File: src/rtl/gold_miner_pkg.sv
// Shared types and default geometry for the gold-miner hook logic.
package gold_miner_pkg;

   typedef enum logic [1:0] {
      ST_SWING   = 2'd0,
      ST_EXTEND  = 2'd1,
      ST_RETRACT = 2'd2,
      ST_SCORE   = 2'd3
   } hook_state_e;

   localparam int DEF_ANG_W   = 5;
   localparam int DEF_ANG_MAX = 16;
   localparam int DEF_LEN_W   = 8;
   localparam int DEF_LEN_MIN = 8;
   localparam int DEF_LEN_MAX = 160;

   // States in which the movement counter may run.
   function automatic logic is_motion_state(hook_state_e s);
      return (s != ST_SCORE);
   endfunction

endpackage

File: src/rtl/hook_weight_divider.sv
// Passes every (weight+1)-th tick; heavier objects retract more slowly.
// While clear is high the skip counter is held at zero and no step is emitted.
module hook_weight_divider (
   input  logic       clk,
   input  logic       reset,
   input  logic       clear,
   input  logic       tick,
   input  logic [1:0] weight,
   output logic       step
);

   logic [1:0] cnt_q, cnt_d;

   // Step on the tick that finds the counter equal to the weight, then wrap.
   always_comb begin
      step  = tick && !clear && (cnt_q == weight);
      cnt_d = cnt_q;
      if (clear) begin
         cnt_d = 2'd0;
      end else if (tick) begin
         cnt_d = step ? 2'd0 : cnt_q + 2'd1;
      end
   end

   // Skip counter register.
   always_ff @(posedge clk) begin
      if (reset) begin
         cnt_q <= 2'd0;
      end else begin
         cnt_q <= cnt_d;
      end
   end

endmodule

File: src/rtl/hook_motion_ctrl.sv
// Hook sequencer: swing -> extend -> retract -> score. Steps angle/length on
// movement-counter ticks and gates that counter so it restarts on every state entry.
// Valid/ready note: this block has no handshakes; fire, hit and tick are
// single-cycle strobes sampled on the rising edge, outputs are registered.
module hook_motion_ctrl
   import gold_miner_pkg::*;
#(
   parameter int ANG_W   = DEF_ANG_W,
   parameter int ANG_MAX = DEF_ANG_MAX,
   parameter int LEN_W   = DEF_LEN_W,
   parameter int LEN_MIN = DEF_LEN_MIN,
   parameter int LEN_MAX = DEF_LEN_MAX
) (
   input  logic             clk,
   input  logic             reset,
   input  logic [1:0]       levels,
   input  logic             fire,
   input  logic             tick,
   input  logic             hit,
   input  logic [1:0]       hit_weight,
   input  logic [7:0]       hit_value,
   output logic             counter_en,
   output logic [ANG_W-1:0] angle,
   output logic [LEN_W-1:0] length,
   output logic [1:0]       state,
   output logic             grabbed,
   output logic             score_pulse,
   output logic [7:0]       score_value
);

   localparam logic [ANG_W-1:0] ANG_TOP    = ANG_W'(ANG_MAX);
   localparam logic [ANG_W-1:0] ANG_MID    = ANG_W'(ANG_MAX / 2);
   localparam logic [LEN_W-1:0] LEN_REST   = LEN_W'(LEN_MIN);
   localparam logic [LEN_W-1:0] LEN_REST_P = LEN_W'(LEN_MIN + 1);
   localparam logic [LEN_W-1:0] LEN_TOP    = LEN_W'(LEN_MAX);
   localparam logic [LEN_W-1:0] LEN_TOP_M  = LEN_W'(LEN_MAX - 1);

   hook_state_e      state_q, state_d;
   logic [ANG_W-1:0] angle_q, angle_d;
   logic             dir_up_q, dir_up_d;
   logic [LEN_W-1:0] length_q, length_d;
   logic             grabbed_q, grabbed_d;
   logic [1:0]       weight_q, weight_d;
   logic [7:0]       value_q, value_d;
   logic             counter_en_q, counter_en_d;
   logic             score_pulse_q, score_pulse_d;
   logic [7:0]       score_value_q, score_value_d;

   logic run;
   logic tick_en;
   logic div_step;

   // Paused game (levels==0) freezes everything; ticks count only while the counter is enabled.
   assign run     = (levels != 2'd0);
   assign tick_en = tick && counter_en_q;

   hook_weight_divider u_div (
      .clk    (clk),
      .reset  (reset),
      .clear  (state_q != ST_RETRACT),
      .tick   (tick_en),
      .weight (weight_q),
      .step   (div_step)
   );

   // Next-state and datapath update; counter enable drops on any transition.
   always_comb begin
      state_d       = state_q;
      angle_d       = angle_q;
      dir_up_d      = dir_up_q;
      length_d      = length_q;
      grabbed_d     = grabbed_q;
      weight_d      = weight_q;
      value_d       = value_q;
      score_value_d = score_value_q;

      case (state_q)
         ST_SWING: begin
            if (run && fire) begin
               state_d = ST_EXTEND;
            end else if (tick_en) begin
               if (dir_up_q) begin
                  angle_d = angle_q + 1'b1;
                  if (angle_d == ANG_TOP) dir_up_d = 1'b0;
               end else begin
                  angle_d = angle_q - 1'b1;
                  if (angle_d == '0) dir_up_d = 1'b1;
               end
            end
         end
         ST_EXTEND: begin
            if (tick_en && (length_q != LEN_TOP)) length_d = length_q + 1'b1;
            if (run && hit) begin
               state_d   = ST_RETRACT;
               grabbed_d = 1'b1;
               weight_d  = hit_weight;
               value_d   = hit_value;
            end else if (tick_en && (length_q == LEN_TOP_M)) begin
               state_d   = ST_RETRACT;
               grabbed_d = 1'b0;
               weight_d  = 2'd0;
            end
         end
         ST_RETRACT: begin
            if (div_step && (length_q != LEN_REST)) begin
               length_d = length_q - 1'b1;
               if (length_q == LEN_REST_P) state_d = grabbed_q ? ST_SCORE : ST_SWING;
            end
         end
         ST_SCORE: begin
            state_d   = ST_SWING;
            grabbed_d = 1'b0;
            weight_d  = 2'd0;
         end
         default: state_d = ST_SWING;
      endcase

      counter_en_d  = run && is_motion_state(state_d) && (state_d == state_q);
      score_pulse_d = (state_d == ST_SCORE) && (state_q != ST_SCORE);
      if (score_pulse_d) score_value_d = value_q;
   end

   // State and datapath registers with synchronous reset.
   always_ff @(posedge clk) begin
      if (reset) begin
         state_q       <= ST_SWING;
         angle_q       <= ANG_MID;
         dir_up_q      <= 1'b1;
         length_q      <= LEN_REST;
         grabbed_q     <= 1'b0;
         weight_q      <= 2'd0;
         value_q       <= 8'd0;
         counter_en_q  <= 1'b0;
         score_pulse_q <= 1'b0;
         score_value_q <= 8'd0;
      end else begin
         state_q       <= state_d;
         angle_q       <= angle_d;
         dir_up_q      <= dir_up_d;
         length_q      <= length_d;
         grabbed_q     <= grabbed_d;
         weight_q      <= weight_d;
         value_q       <= value_d;
         counter_en_q  <= counter_en_d;
         score_pulse_q <= score_pulse_d;
         score_value_q <= score_value_d;
      end
   end

   assign counter_en  = counter_en_q;
   assign angle       = angle_q;
   assign length      = length_q;
   assign state       = state_q;
   assign grabbed     = grabbed_q;
   assign score_pulse = score_pulse_q;
   assign score_value = score_value_q;

endmodule

File: config.mk
export PLATFORM = sky130hd
export DESIGN_NAME = hook_motion_ctrl
export DESIGN_NICKNAME = d
export VERILOG_FILES = /design/src/rtl/gold_miner_pkg.sv /design/src/rtl/hook_weight_divider.sv /design/src/rtl/hook_motion_ctrl.sv
export SDC_FILE = /design/constraint.sdc
export NUM_CORES = 1
export LEC_CHECK = 0
export CAP_MARGIN = 25
export CORE_MARGIN = 1
export CORE_UTILIZATION = 40
export CTS_BUF_LIST = sky130_fd_sc_hd__clkbuf_8
export DETAILED_ROUTE_END_ITERATION = 8
export PLACE_DENSITY = 0.67
export SYNTH_ARGS = -nofsm -noshare
export SYNTH_HDL_FRONTEND = slang
export SYNTH_HIERARCHICAL = 1
export SYNTH_SLANG_ARGS = --single-unit
File: constraint.sdc
create_clock -name clk -period 2.9 [get_ports clk]
set_input_delay 0.58 -clock clk [delete_from_list [all_inputs] [get_ports clk]]
set_output_delay 0.58 -clock clk [all_outputs]
set_load 0.005 [all_outputs]
==> results of run 1 <==
-- cells by family after synthesis --
logic type,count (synthesis),share of synthesized area
AND/OR/NAND/NOR,101,0.245
adder cells (fa/ha/maj),11,0.0669
AO/OA/AOI/OAI,59,0.187
flip-flops,39,0.360
buffers and inverters,19,0.0381
XOR/XNOR,10,0.0404
multiplexers,13,0.0623
-- final cells by class --
class,instances,area (sq um)
sequential,39,781
fill,490,2380
timing repair buffer,47,470
inverter,10,37.5
multi-input combinational,194,1310
clock inverter,2,37.5
tap,70,87.6
clock buffer,5,68.8
-- how the worst min path moves through the flow --
stage                           startpoint                          end  slack (ns)  depth (start not counted)
5_1_grt            value_q[1]$_SDFFE_PP0P_  score_value[1]$_SDFFE_PP0P_        0.47                          2
2_1_floorplan      value_q[0]$_SDFFE_PP0P_  score_value[0]$_SDFFE_PP0P_        0.44                          2
3_5_place_dp   score_value[2]$_SDFFE_PP0P_  score_value[2]$_SDFFE_PP0P_        0.45                          2
6_report           value_q[4]$_SDFFE_PP0P_  score_value[4]$_SDFFE_PP0P_        0.46                          2
3_3_place_gp       value_q[5]$_SDFFE_PP0P_  score_value[5]$_SDFFE_PP0P_        0.45                          2
4_1_cts        score_value[2]$_SDFFE_PP0P_  score_value[2]$_SDFFE_PP0P_        0.46                          2
-- cells in the mapped netlist, types with 2 or more instances --
cell type  count  area, sq um
xnor2_1        5         43.8
a21oi_1       18         90.1
o21ai_0        8         40.0
nor4b_1        3         26.3
nand2b_1       6         37.5
o31ai_1        2         15.0
nand2_1       28          105
mux2i_1       12          120
dfxtp_1       39          781
ha_1          10          125
a211o_1        4         35.0
nor2_2         2         12.5
nor2_1        25         93.8
nand4b_1       2         17.5
xor2_1         5         43.8
o21ai_1        2         10.0
a41oi_1        2         17.5
nor3_1         6         30.0
clkbuf_1       7         26.3
nand3_1        5         25.0
nor3b_1        2         15.0
inv_1          9         33.8
o21bai_1       2         15.0
a31oi_1        2         12.5
or3_1          5         31.3
a211oi_1       4         30.0
nor2b_1        6         37.5
a22o_1         3         26.3
-- worst register-to-register path: cells and delay by family (launching register included) --
family | cells | cell delay [ns]
AOI/OAI and AO/OA | 4 | 0.87
adders and majority gates | 1 | 0.29
buffers and inverters | 1 | 0.21
DFF | 1 | 0.37
muxes | 1 | 0.29
and+or+nand+nor | 1 | 0.19
-- metrics by stage --
step,util,power (mW)
2_1_floorplan,-,0.652
3_3_place_gp,0.519,0.713
3_5_place_dp,0.519,0.715
4_1_cts,0.539,1.16
5_1_grt,0.539,1.20
6_report,0.539,1.15
-- registers in the layout, summed over array words and instances (netlist names) --
name / count
value_q: 8
counter_en: 1
score_value: 8
length: 8
score_pulse: 1
weight_q: 2
angle: 5
dir_up_q: 1
grabbed: 1
u_div/cnt_q: 2
state: 2
-- where the power goes --
group | internal, mW | leakage [nW] | total, mW | switching, mW
sequential | 0.548 | 0.316 | 0.562 | 0.0145
clock | 0.252 | 0.0502 | 0.446 | 0.195
combinational | 0.0727 | 0.680 | 0.140 | 0.0672
-- metal layers --
layer / vias to the layer above / global-route usage / wire length (um)
li1: 984 / - / -
met3: 4 / 0.0489 / 309
met1: 889 / 0.277 / 2540
met4: 0 / 0.0370 / 23
met2: 45 / 0.266 / 2070
met5: - / 0 / 0
==> results_dict.tcl, run 1 <==
set metrics [dict create \
    status "completed" \
    worstSetupEndpoint "state[0]$_SDFF_PP0_" \
    synth_warnings 6 \
    cp_num_buf_inv 2 \
    grt_overflow 0 \
    ctsHtreeMaxLevel 2 \
    drive_above_1_share 0.0707 \
    cts_hold_buf 0 \
    dpl.hpwl_um 3540 \
    cts_resized 0 \
    grt_max_degree 27 \
    cp.depth 8 \
    cp_top_family "simple AND/OR/NAND/NOR gates" \
    ys_ff_latch 39 \
    finalCritPeriodShare 0.829 \
    critPathMaxStageDelay_ns 0.46 \
    hold_violations 0 \
    dieArea_sq_um 5720 \
    cts_sinks 39 \
    start_util 0.419 \
    port_buffers 42 \
    ir_drop_uv 309 \
    synth_edf_count 0 \
    cts_tree "done" \
    end_kind "flop" \
    crit_start "tick" \
    critPathArrivalTime_ns 2.63 \
    synth-seq-area-share 0.360 \
    clk_pin_slew_ns 0.08 \
    dieHeight_um 75.6 \
    root_buffer "clkbuf_8" \
    worstMarginPinSlew_ns 0.668 \
    crit_fanout 9 \
    final-max-slew-violation-count 0 \
    row_count 26 \
    worst-r2r-cell-count 8 \
    hold_path.class "flop to flop" \
    syn_area_per_cell_sq_um 8.61 \
    cts_setup_buffers 0 \
    reg2reg_from "state[0]$_SDFF_PP0_" \
    cts_inserted_buffers 5 \
    powerDensity_nw_per_um2 412 \
    crit_slowest_cell "clkdlybuf4s50_1" \
    final_common_cell "clkdlybuf4s50_1" \
    r2r_setup_slack_ns 0.57 \
    die_w_um 75.6 \
    min_period_ns 2.40 \
    wl_um 4950 \
    avgRoutedWirePerCell_um 13.5 \
    synth_flop_cell "dfxtp_1" \
    hold_slack_ns 0.461 \
    vias 1922 \
    rsz0062_at_grt "no" \
    ioPinCount 43 \
    layout_common_cells "42 x clkdlybuf4s50_1, 39 x dfxtp_1, 28 x nand2_1" \
    area_growth_pct 28.5 \
    pre_cts_ws_ns 0.196 \
    setup_slack_ns 0.497 \
    diodes 0 \
    viasPerCell 5.24 \
    worstSetupStartpointType "input pin" \
    cp.required_ns 3.12 \
    finalInstanceArea_sq_um 2790 \
    grt_use_total 0.185 \
    fp.coreArea_sq_um 5170 \
    finalSetupViolations 0 \
    placedCellCount 360 \
    max_freq_ghz 0.416 \
    path_cells "clkdlybuf4s50_1, nand2_1, inv_1, nor4b_1, and4_1, and3_1, nor2_1, a211oi_2" \
    drc_errors 0 \
    drt-pass1-iter-count 4 \
    grt_first_pass_wirelength_um 8030 \
    clk_path_buf_depth 2 \
    gp_congestion 0.792 \
    synthDistinctLibCells 56 \
    syn-cell-area_sq_um 2170 \
    grt_pass1_vias 1608 \
    instances_no_fill 367 \
    leakage_nw 1.05 \
    worstSkewPairLatency_ns 0.29 \
    syn_inst 252 \
    synthArstFlopShare 0 \
    antenna_found_initial 0 \
    finalClockSkew_ns 0.0109 \
    relSlewSlack 0.553 \
    cap_violations 0 \
    final.setup.tns_ns 0 \
    ant_nets 0 \
    drtIter0Drc 96 \
    nets 325 \
    postPlaceCellArea_sq_um 2680 \
    worstSetupPathType "input pin to flop" \
    rr_endpoint "length[7]$_SDFFE_PP0P_" \
    syn_nets 280 \
]
(Power assumes the default switching activity.)
==> run 2, diff against run 1 <==
==> constraint.sdc (replaced) <==
create_clock -name clk -period 2.4 [get_ports clk]
set_input_delay 0.48 -clock clk [delete_from_list [all_inputs] [get_ports clk]]
set_output_delay 0.48 -clock clk [all_outputs]
set_load 0.005 [all_outputs]
==> results_dict.tcl, run 2 (synthesis results as in run 1) <==
set metrics [dict create \
    pwr-share-seq 0.475 \
    critPathArrivalTime_ns 2.38 \
    drtIter0Drc 127 \
    rsz0062_at_grt "no" \
    viasPerCell 5.20 \
    drt-pass1-iter-count 4 \
    path_cells "nand2b_1, inv_2, ha_1, a211o_1, o211ai_1, a22o_1, o21ba_1, mux2_4" \
    switchingPower_uw 350 \
    grt_first_pass_wirelength_um 8220 \
    grt_overflow 0 \
    cts_setup_buffers 0 \
    ant_nets 0 \
    finalSetupViolations 0 \
    dieArea_sq_um 5720 \
    fp.coreArea_sq_um 5170 \
    wl_um 5040 \
    leakage_nw 1.10 \
    worstSkewPairLatency_ns 0.29 \
    pre_cts_ws_ns 0.0470 \
    min_period_ns 2.20 \
    multi_input_area_sq_um 1310 \
    row_count 26 \
    hold_slack_ns 0.463 \
    gp_congestion 0.759 \
    powerDensity_nw_per_um2 496 \
    cts_tree "done" \
    hold_path.class "flop to flop" \
    root_buffer "clkbuf_8" \
    grt_pass1_vias 1783 \
    cts_hold_buf 0 \
    r2r_setup_slack_ns 0.20 \
    ir_drop_uv 368 \
    nets 334 \
    cts_inserted_buffers 5 \
    avgRoutedWirePerCell_um 13.4 \
    max_freq_ghz 0.455 \
    status "completed" \
    worstSetupStartpointType "flop" \
    p_int_mw 1.07 \
    clk_pin_slew_ns 0.08 \
    dieHeight_um 75.6 \
    start_util 0.419 \
    cts_sinks 39 \
    relSlewSlack 0.524 \
    cp_top_family "compound AO/OA/AOI/OAI gates" \
    grt_use_total 0.190 \
    finalCritPeriodShare 0.917 \
    setup_slack_ns 0.200 \
    crit_fanout 9 \
    antenna_found_initial 0 \
    end_kind "flop" \
    ctsHtreeMaxLevel 2 \
    grt_max_degree 15 \
    p_comb_frac 0.130 \
    port_buffers 42 \
    crit_slowest_cell "dfxtp_1" \
    switching_share 0.246 \
    drive_above_1_share 0.104 \
    cp.required_ns 2.58 \
    cap_violations 0 \
    finalPower_mw 1.42 \
    clk_path_buf_depth 2 \
    clkPwrFrac 0.395 \
    drc_errors 0 \
    critPathMaxStageDelay_ns 0.42 \
    finalClockSkew_ns 0.00644 \
    vias 1962 \
    regArea_sq_um 781 \
    dpl.hpwl_um 3630 \
    worstSetupPathType "flop to flop" \
    ioPinCount 43 \
    cts_resized 0 \
    fin_util 0.555 \
    layout_common_cells "42 x clkdlybuf4s50_1, 39 x dfxtp_1, 28 x nand2_1" \
    final-max-slew-violation-count 0 \
    hold_violations 0 \
    worstMarginPinSlew_ns 0.711 \
    cp_num_buf_inv 1 \
    final.setup.tns_ns 0 \
    area_growth_pct 32.4 \
    fillers 468 \
    final_common_cell "clkdlybuf4s50_1" \
    die_w_um 75.6 \
    diodes 0 \
]
-- run 2: cell type report --
| cell class | count | area share |
|---|---|---|
| repair buffers | 56 | 0.187 |
| inverters | 10 | 0.0131 |
| flip-flops and latches | 39 | 0.272 |
| clock inverters | 3 | 0.0166 |
| well taps | 70 | 0.0305 |
| clock buffers | 5 | 0.0240 |
| multi-input cells | 194 | 0.457 |
-- run 2: per-stage QoR --
stage                     area [sq um]  instances
after floorplan                   2170        252
final                             2870        377
after global routing              2870        377
after global placement            2750        369
after detailed placement          2750        369
after CTS                         2870        377
-- run 2: tightest hold or removal path, stage by stage, from the launching register on --
cell	delay [ns]
dfxtp_1	0.32
nand2_1	0.05
a21oi_1	0.05
-- run 2: metal layers --
layer  routed length [um]  GRT usage  vias up  part of all wire
met4                   64     0.0679        0             0.013
met3                  226     0.0423        6             0.045
met5                    0          0        -                 0
met1                 2530      0.270      901              0.50
li1                     -          -     1011                 -
met2                 2220      0.282       44              0.44
-- run 2: path summary, 6_finish.rpt --
kind | end | from | cells past startpoint
max reg2reg | length[7]$_SDFFE_PP0P_ | state[1]$_SDFF_PP0_ | 8
max | length[7]$_SDFFE_PP0P_ | state[1]$_SDFF_PP0_ | 8
min reg2reg | score_value[5]$_SDFFE_PP0P_ | score_value[5]$_SDFFE_PP0P_ | 2
min | score_value[5]$_SDFFE_PP0P_ | score_value[5]$_SDFFE_PP0P_ | 2
-- run 2: power by group through the flow --
| stage | registers [mW] | logic [mW] | clock network [mW] |
|---|---|---|---|
| 2_1_floorplan | 0.691 | 0.0971 | 0 |
| 3_3_place_gp | 0.692 | 0.182 | 0 |
| 3_5_place_dp | 0.692 | 0.183 | 0 |
| 4_1_cts | 0.676 | 0.185 | 0.580 |
| 5_1_grt | 0.679 | 0.204 | 0.607 |
| 6_report | 0.676 | 0.185 | 0.563 |
==> run 3, diff against run 2 <==
--- a/config.mk
+++ b/config.mk
@@ -15,3 +15,4 @@
 export SYNTH_HDL_FRONTEND = slang
 export SYNTH_HIERARCHICAL = 1
 export SYNTH_SLANG_ARGS = --single-unit
+export TNS_END_PERCENT = 20
==> results of run 3 <==
Final layout, timing and power as in run 2 (identical DEF).
